--- src/rtl/ddc_pkg.sv ---
// Shared widths, derived CIC sizing and the offset-binary conversion for the DDC mixer/CIC slice.
package ddc_pkg;

  localparam int ADC_W    = 8;
  localparam int NCO_W    = 10;
  localparam int DEC_LOG2 = 6;
  localparam int DEC      = 1 << DEC_LOG2;
  localparam int OUT_W    = 16;
  localparam int PROD_W   = ADC_W + NCO_W;
  localparam int CIC_W    = PROD_W + 3 * DEC_LOG2;
  localparam int TRUNC    = CIC_W - OUT_W;

  // Offset binary to two's complement is just an MSB flip.
  function automatic logic signed [ADC_W-1:0] ob_to_signed(input logic [ADC_W-1:0] x);
    return $signed({~x[ADC_W-1], x[ADC_W-2:0]});
  endfunction

endpackage

--- src/rtl/ddc_mixer_cic_cic_dec3.sv ---
// One CIC channel: three integrators at input rate, three decimated-rate combs.
// Latency: integrator 3 holds a product 3 enabled clocks after prod_vld; comb output is combinational.
// Backpressure: none; clken=0 freezes every register.
module cic_dec3
  import ddc_pkg::*;
(
  input  logic                     clk,
  input  logic                     reset_n,
  input  logic                     clken,
  input  logic signed [PROD_W-1:0] prod,
  input  logic                     prod_vld,
  input  logic                     dec_stb,
  output logic        [OUT_W-1:0]  comb_top
);

  logic signed [CIC_W-1:0] int1, int2, int3;
  logic signed [CIC_W-1:0] dly1, dly2, dly3;
  logic signed [CIC_W-1:0] comb1, comb2, comb3;
  logic                    int2_vld, int3_vld;
  logic                    unused_lsb;

  // Integrators wrap modulo 2^CIC_W; the combs undo the wrap exactly.
  always_ff @(posedge clk or negedge reset_n) begin
    if (!reset_n) begin
      int1     <= '0;
      int2     <= '0;
      int3     <= '0;
      int2_vld <= 1'b0;
      int3_vld <= 1'b0;
    end else if (clken) begin
      int2_vld <= prod_vld;
      int3_vld <= int2_vld;
      if (prod_vld) int1 <= int1 + CIC_W'(prod);
      if (int2_vld) int2 <= int2 + int1;
      if (int3_vld) int3 <= int3 + int2;
    end
  end

  always_comb begin
    comb1 = int3 - dly1;
    comb2 = comb1 - dly2;
    comb3 = comb2 - dly3;
  end

  always_ff @(posedge clk or negedge reset_n) begin
    if (!reset_n) begin
      dly1 <= '0;
      dly2 <= '0;
      dly3 <= '0;
    end else if (clken && dec_stb) begin
      dly1 <= int3;
      dly2 <= comb1;
      dly3 <= comb2;
    end
  end

  // Plain truncation to the output width; the dropped LSBs are intentionally discarded.
  assign comb_top   = comb3[CIC_W-1 -: OUT_W];
  assign unused_lsb = ^comb3[TRUNC-1:0];

endmodule

--- src/rtl/ddc_mixer_cic.sv ---
// Quadrature mixer (ADC x NCO cos/sin) feeding two CIC-3 decimators, producing I/Q at Fs/DEC.
// Latency: 5 enabled clocks from acceptance of the DEC-th sample to out_valid.
// Backpressure: none; clken=0 stalls the whole pipeline and masks out_valid.
module ddc_mixer_cic
  import ddc_pkg::*;
(
  input  logic             clk,
  input  logic             reset_n,
  input  logic             clken,
  input  logic [ADC_W-1:0] adc_i,
  input  logic             nco_valid_i,
  input  logic [NCO_W-1:0] nco_sin_i,
  input  logic [NCO_W-1:0] nco_cos_i,
  output logic [OUT_W-1:0] out_i,
  output logic [OUT_W-1:0] out_q,
  output logic             out_valid
);

  localparam logic [DEC_LOG2-1:0] CNT_LAST = DEC_LOG2'(DEC - 1);

  logic                     in_ok;
  logic                     cap_vld;
  logic signed [ADC_W-1:0]  adc_s;
  logic signed [NCO_W-1:0]  sin_s, cos_s;
  logic signed [PROD_W-1:0] prod_i, prod_q;
  logic                     prod_vld, int2_vld, int3_vld;
  logic [DEC_LOG2-1:0]      dec_cnt;
  logic                     dec_stb;
  logic                     out_vld;
  logic [OUT_W-1:0]         comb_i, comb_q;

  assign in_ok = clken & nco_valid_i;

  // E0 capture and E1 multiply.
  always_ff @(posedge clk or negedge reset_n) begin
    if (!reset_n) begin
      cap_vld  <= 1'b0;
      adc_s    <= '0;
      sin_s    <= '0;
      cos_s    <= '0;
      prod_vld <= 1'b0;
      prod_i   <= '0;
      prod_q   <= '0;
    end else if (clken) begin
      cap_vld  <= nco_valid_i;
      prod_vld <= cap_vld;
      if (in_ok) begin
        adc_s <= ob_to_signed(adc_i);
        sin_s <= $signed(nco_sin_i);
        cos_s <= $signed(nco_cos_i);
      end
      if (cap_vld) begin
        prod_i <= PROD_W'(adc_s) * PROD_W'(cos_s);
        prod_q <= PROD_W'(adc_s) * PROD_W'(sin_s);
      end
    end
  end

  // Valid shadow of the integrator chain drives the shared I/Q decimation counter.
  always_ff @(posedge clk or negedge reset_n) begin
    if (!reset_n) begin
      int2_vld <= 1'b0;
      int3_vld <= 1'b0;
      dec_cnt  <= '0;
      dec_stb  <= 1'b0;
    end else if (clken) begin
      int2_vld <= prod_vld;
      int3_vld <= int2_vld;
      dec_stb  <= int3_vld && (dec_cnt == CNT_LAST);
      if (int3_vld) begin
        if (dec_cnt == CNT_LAST) dec_cnt <= '0;
        else                     dec_cnt <= dec_cnt + DEC_LOG2'(1);
      end
    end
  end

  cic_dec3 u_cic_i (
    .clk      (clk),
    .reset_n  (reset_n),
    .clken    (clken),
    .prod     (prod_i),
    .prod_vld (prod_vld),
    .dec_stb  (dec_stb),
    .comb_top (comb_i)
  );

  cic_dec3 u_cic_q (
    .clk      (clk),
    .reset_n  (reset_n),
    .clken    (clken),
    .prod     (prod_q),
    .prod_vld (prod_vld),
    .dec_stb  (dec_stb),
    .comb_top (comb_q)
  );

  // E5 output register.
  always_ff @(posedge clk or negedge reset_n) begin
    if (!reset_n) begin
      out_vld <= 1'b0;
      out_i   <= '0;
      out_q   <= '0;
    end else if (clken) begin
      out_vld <= dec_stb;
      if (dec_stb) begin
        out_i <= comb_i;
        out_q <= comb_q;
      end
    end
  end

  // A strobe held across a clken gap is only presented once enables resume.
  assign out_valid = out_vld & clken;

endmodule

--- config.mk ---
export PLATFORM = sky130hd
export DESIGN_NAME = ddc_mixer_cic
export DESIGN_NICKNAME = d
export VERILOG_FILES = /design/src/rtl/ddc_pkg.sv /design/src/rtl/ddc_mixer_cic_cic_dec3.sv /design/src/rtl/ddc_mixer_cic.sv
export SDC_FILE = /design/constraint.sdc
export NUM_CORES = 2
export LEC_CHECK = 0
export ABC_AREA = 1
export CAP_MARGIN = 25
export CORE_ASPECT_RATIO = 0.6
export CORE_MARGIN = 2
export CORE_UTILIZATION = 45
export CTS_BUF_LIST = sky130_fd_sc_hd__clkbuf_8
export CTS_CLUSTER_SIZE = 30
export DETAILED_ROUTE_END_ITERATION = 10
export MAX_ROUTING_LAYER = met4
export RECOVER_POWER = 25
export SYNTH_ARGS = -nofsm -noshare
export SYNTH_HDL_FRONTEND = slang
export SYNTH_SLANG_ARGS = --single-unit
--- constraint.sdc ---
create_clock -name clk -period 7 [get_ports clk]
set_input_delay 1.05 -clock clk [delete_from_list [all_inputs] [get_ports clk]]
set_output_delay 1.05 -clock clk [all_outputs]
set_load 0.03 [all_outputs]
# After elaboration in Yosys (flattened, before gate mapping)
# Cells that the tools add are included.
# totals
elab_cells	54
reg_bits	540
output_inout_bits	33
in_bits	32
# op_classes
addsub	13
reduce_logical	8
multipliers	2
bitwise	3
muxes	1
n_eq_ne	1
# op_table
cell	count
$sub 36x36->36	6
$add 36x36->36	4
$add 36x18->36	2
$mul 8x10->18	2
$reduce_and 2->1	6
$add 6x1->6 const B	1
$eq 6x6->1 const B	1
$mux 6	1
$and 1x1->1	2
$logic_and 1x1->1	2
$not 1->1	1

# Logic depth before layout (Yosys ltp)
# depth
depth_word	3
depth_mapped	41
mapped_depth_nobuf	41

# Cells and area by module
# From an unflattened synthesis, not the netlist that was laid out.
# hier_totals
hier_cells	7309
area_unflattened_um2	51857.2
# by_module_without_submodules
module	instances	cells_per_inst	area_each_um2	seq_area_each_um2
cic_dec3 (u_cic_q)	1	3045	20627.3	5455.2
cic_dec3 (u_cic_i)	1	3008	20602.3	5455.2
ddc_mixer_cic	1	1256	10627.7	2702.6

# Worst setup path before layout
# No wires, ideal clock.
# synth_timing
path_kind	register -> register
from	reg u_cic_q.dly1[0]
to	reg out_q[14]
period_less_slack_ps	4947
required_time_ps	6882
stages_incl_launch_ff	38
path_slack_ps	2053
setup_time_ps	118
arrival_ps	4829
path_cell_list	dfrtp_1 -> ha_1 -> fa_1 -> inv_1 -> nand3_1 -> nand2_2 -> a21oi_4 -> o21bai_2 -> a21oi_2 -> o21ai_2 -> nand2_1 -> nand2_1 -> a21oi_1 -> inv_1 -> nand2_1 -> and2_1 -> ha_1 -> nand2_1 -> [2 not listed] -> o21ai_0 -> a21oi_4 -> o21ai_4 -> xor2_2 -> ha_1 -> inv_1 -> o21ai_0 -> a31oi_1 -> o21ai_0 -> a21oi_1 -> nand2_1 -> nand2_1 -> nand2_1 -> nand2_1 -> nand2_1 -> or2_2 -> nand3_1 -> nand2_1
# synth_via
elab_chain_len	3
# synth_rtl
item	line_no	source
start, declared	ddc_mixer_cic_cic_dec3.sv:17	logic signed [CIC_W-1:0] dly1, dly2, dly3;
start signal, assigned	ddc_mixer_cic_cic_dec3.sv:51	dly1 <= int3;
$sub 36x36->36	ddc_mixer_cic_cic_dec3.sv:40	comb1 = int3 - dly1;
via u_cic_q.comb1[24]	ddc_mixer_cic_cic_dec3.sv:18	logic signed [CIC_W-1:0] comb1, comb2, comb3;
$sub 36x36->36	ddc_mixer_cic_cic_dec3.sv:41	comb2 = comb1 - dly2;
via u_cic_q.comb2[29]	ddc_mixer_cic_cic_dec3.sv:18	
$sub 36x36->36	ddc_mixer_cic_cic_dec3.sv:42	comb3 = comb2 - dly3;
end signal, assigned	ddc_mixer_cic.sv:107	out_q <= comb_q;
end, declared	ddc_mixer_cic.sv:15	output logic [OUT_W-1:0] out_q,
# The timed path passes the listed nets, and every way through them passes these cells.
# A chain may end at the register's enable or synchronous reset.

# Final worst setup path
# layout_timing
from	reg u_cic_q.int3[0]
to	reg out_q[15]
# layout_via
elab_chain_len	3
# layout_rtl
item	line_no	source
start, declared	ddc_mixer_cic_cic_dec3.sv:16	logic signed [CIC_W-1:0] int1, int2, int3;
start signal, assigned	ddc_mixer_cic_cic_dec3.sv:35	if (int3_vld) int3 <= int3 + int2;
$sub 36x36->36	ddc_mixer_cic_cic_dec3.sv:40	
via u_cic_q.comb1[24]	ddc_mixer_cic_cic_dec3.sv:18	
$sub 36x36->36	ddc_mixer_cic_cic_dec3.sv:41	
via u_cic_q.comb2[34]	ddc_mixer_cic_cic_dec3.sv:18	
$sub 36x36->36	ddc_mixer_cic_cic_dec3.sv:42	
# The timed path passes the listed nets, and every way through them passes these cells.

==> impl_results.md <==
* Worst Path Max Fanout at 4
* WP buf/inv at 4
* Post-CTS sizing at 0
* Setup CP Type: reg -> reg
* Layout cells sized above 1 at 5.82%
* WL final at 140 mm
* Clock insertion delay at the later pin of the skew report at 0.83 ns
* Syn Inst Count at 6,862
* Syn_nets at 7,523
* Final Max Tran Viols at 186
* Die extent in x at 432 µm
* Worst Hold Class: reg -> reg
* Residual DRC count at 0
* WL/cell at 16.6 µm
* Final cycle utilization of the critical path at 91.2%
* RSZ-0062 raised after global routing: no
* Post-DRT Antenna Nets at 0
* # rows at 94
* Tot GR Track Use at 25.2%
* CP max stage cell: nor4_1
* Die ar. at 113,000 µm²
* Largest net degree at the start of global routing at 204
* Post-synth EDFFs at 0
* Synth async-reset ratio at 100%
* WP data required at 7.77 ns
* Worst-margin pin slew at 4.69 ns
* Hold slack at 0.477 ns
* Via Count at 44,246
* WP data arrival at 7.16 ns
* Clock skew at 0.0462 ns
* CTS Hold Buffers Added at 0
* Die span in y at 261 µm
* Crit path top cell by count: nand2_1
* Max-cap violations at 2
* Clk pin slew, worst setup/hold paths at 0.07 ns
* Most common cell after layout, fill and taps aside: nand2_1
* Via density at 5.25
* Sequential area share after synthesis at 27.3%
* Fin. Hold Viols at 0
* Status: complete, but fails checks
* Final period demand of the worst path at 6.39 ns
* Most frequent cells in the layout: nand2_1 (1,697), inv_1 (1,003), o21ai_0 (588), nor2_1 (542), dfrtp_1 (540)
* Startpoint Class: register
* CTS tree: built
* Worst setup margin at 0.613 ns
* Avg Cell Area, Syn at 7.22 µm²
* Fmax achieved at 157 MHz
* Pre-antenna DRT Iters at 5
* CP max stage delay at 0.83 ns
* Netlist Area Pre-Place at 49,500 µm²
* Number of synthesized register bits at 540
* Dpl ws at 0.778 ns
* Initial drt markers at 4,022
* Setup_tns at 0 ns
* First-pass GRT wire length at 222 mm
* I/O Buffers at 64
* Synth warn at 0
* Cell variety after synth at 62
* Core area at 109,000 µm²
* Vias in the first global route at 40,068
* Gpl congestion at 0.962
* Critical path endpoint category: register
* Dpl hpwl at 111 mm
* P&R area growth vs syn at 8.73%
* R2R Setup Slk at 0.61 ns
* H-tree levels at 3
* Root buf cell: clkbuf_8
* Failing checks: capacitance limit, slew limit
* Initial Util at 45.3%
* Initial antenna violation count at 4
* Nets at 7,562
* Relative slew slack at -212%
* Grt total ovfl at 0
* # clock sinks at 540
* CTS Buffer Depth at 3
* Setup-failing EPs final at 0
* IO Count at 65
* Setup Fix Bufs, Post-CTS at 0
* CP top delay family: simple AND/OR/NAND/NOR gates
* CTS buffer count at 94
* Ys flop type: dfrtp_1
[cells in the mapped netlist (27+ instances only)]
cell | instances | area, µm²
o21ai_0 | 588 | 2940
dfrtp_1 | 540 | 13500
a21o_1 | 77 | 578
nor3_1 | 37 | 185
nand2_1 | 1702 | 6390
o21a_1 | 27 | 203
or2_2 | 67 | 419
nand4_1 | 28 | 175
xnor2_1 | 140 | 1230
ha_1 | 485 | 6070
clkbuf_1 | 128 | 480
xor2_1 | 168 | 1470
fa_1 | 144 | 2880
a31oi_1 | 108 | 676
nor2_1 | 542 | 2030
nand3_1 | 214 | 1070
inv_1 | 987 | 3700
nand2_2 | 37 | 231
o21ai_1 | 49 | 245
a21oi_1 | 476 | 2380
a21oi_2 | 31 | 272
[final cells by class]
class	instances	area (µm²)
tap	1440	1800
fill	11147	55500
multi-input combinational	5189	31800
inverter	991	3730
antenna	6	15.0
clock buffer	124	1710
timing repair buffer	85	861
clock inverter	47	439
sequential	540	13500
[worst register-to-register path, delay by kind of cell, from the launching register on]
family | cells | cell delay [ns]
compound gates | 9 | 1.67
xor+xnor | 1 | 0.26
fa+ha+maj | 4 | 1.13
buf+inv | 4 | 0.30
flops | 1 | 0.38
simple gates | 15 | 2.66
[layer usage]
layer	vias up	part of all wire, %	track usage [%]
met5	-	0	-
met4	0	1.2	3.96
met3	129	7.1	4.86
met2	1055	35	29.9
met1	20549	56	42.1
li1	22513	-	-
[through the flow]
stage               instances  util (%)  area, µm²
floorplan                6862         -      49500
global placement         8242      47.3      51700
detailed placement       8244      47.3      51700
CTS                      8415      49.3      53900
global route             8420      49.2      53900
finish                   8422      49.3      53900
[cells by family (layout without fill, tap and decap cells)]
family	after synthesis	in the layout	share of synthesized area (%)
AO/OA/AOI/OAI	1516	1516	17.6
adder cells (fa/ha/maj)	629	629	18.1
AND/OR/NAND/NOR	2709	2709	22.4
multiplexers	24	24	0.545
other	0	6	0
XOR/XNOR	311	311	5.54
buffers and inverters	1133	1247	8.59
flip-flops	540	540	27.3
[path summary, 6_finish.rpt]
path | start | to | cells past startpoint
worst max register to register | u_cic_q.int3[0] | out_q[15] | 33
worst min-delay path | u_cic_q.dly3[29] | u_cic_q.dly3[29] | 2
worst min register to register | u_cic_q.dly3[29] | u_cic_q.dly3[29] | 2
max in group asynchronous | reset_n | sin_s[7] | 2
min in group asynchronous | reset_n | u_cic_q.dly2[3] | 1
worst max-delay path | u_cic_q.int3[0] | out_q[15] | 33
Power is not shown: default switching activity piles up to over one toggle a cycle in this logic, so the estimate is an artifact.
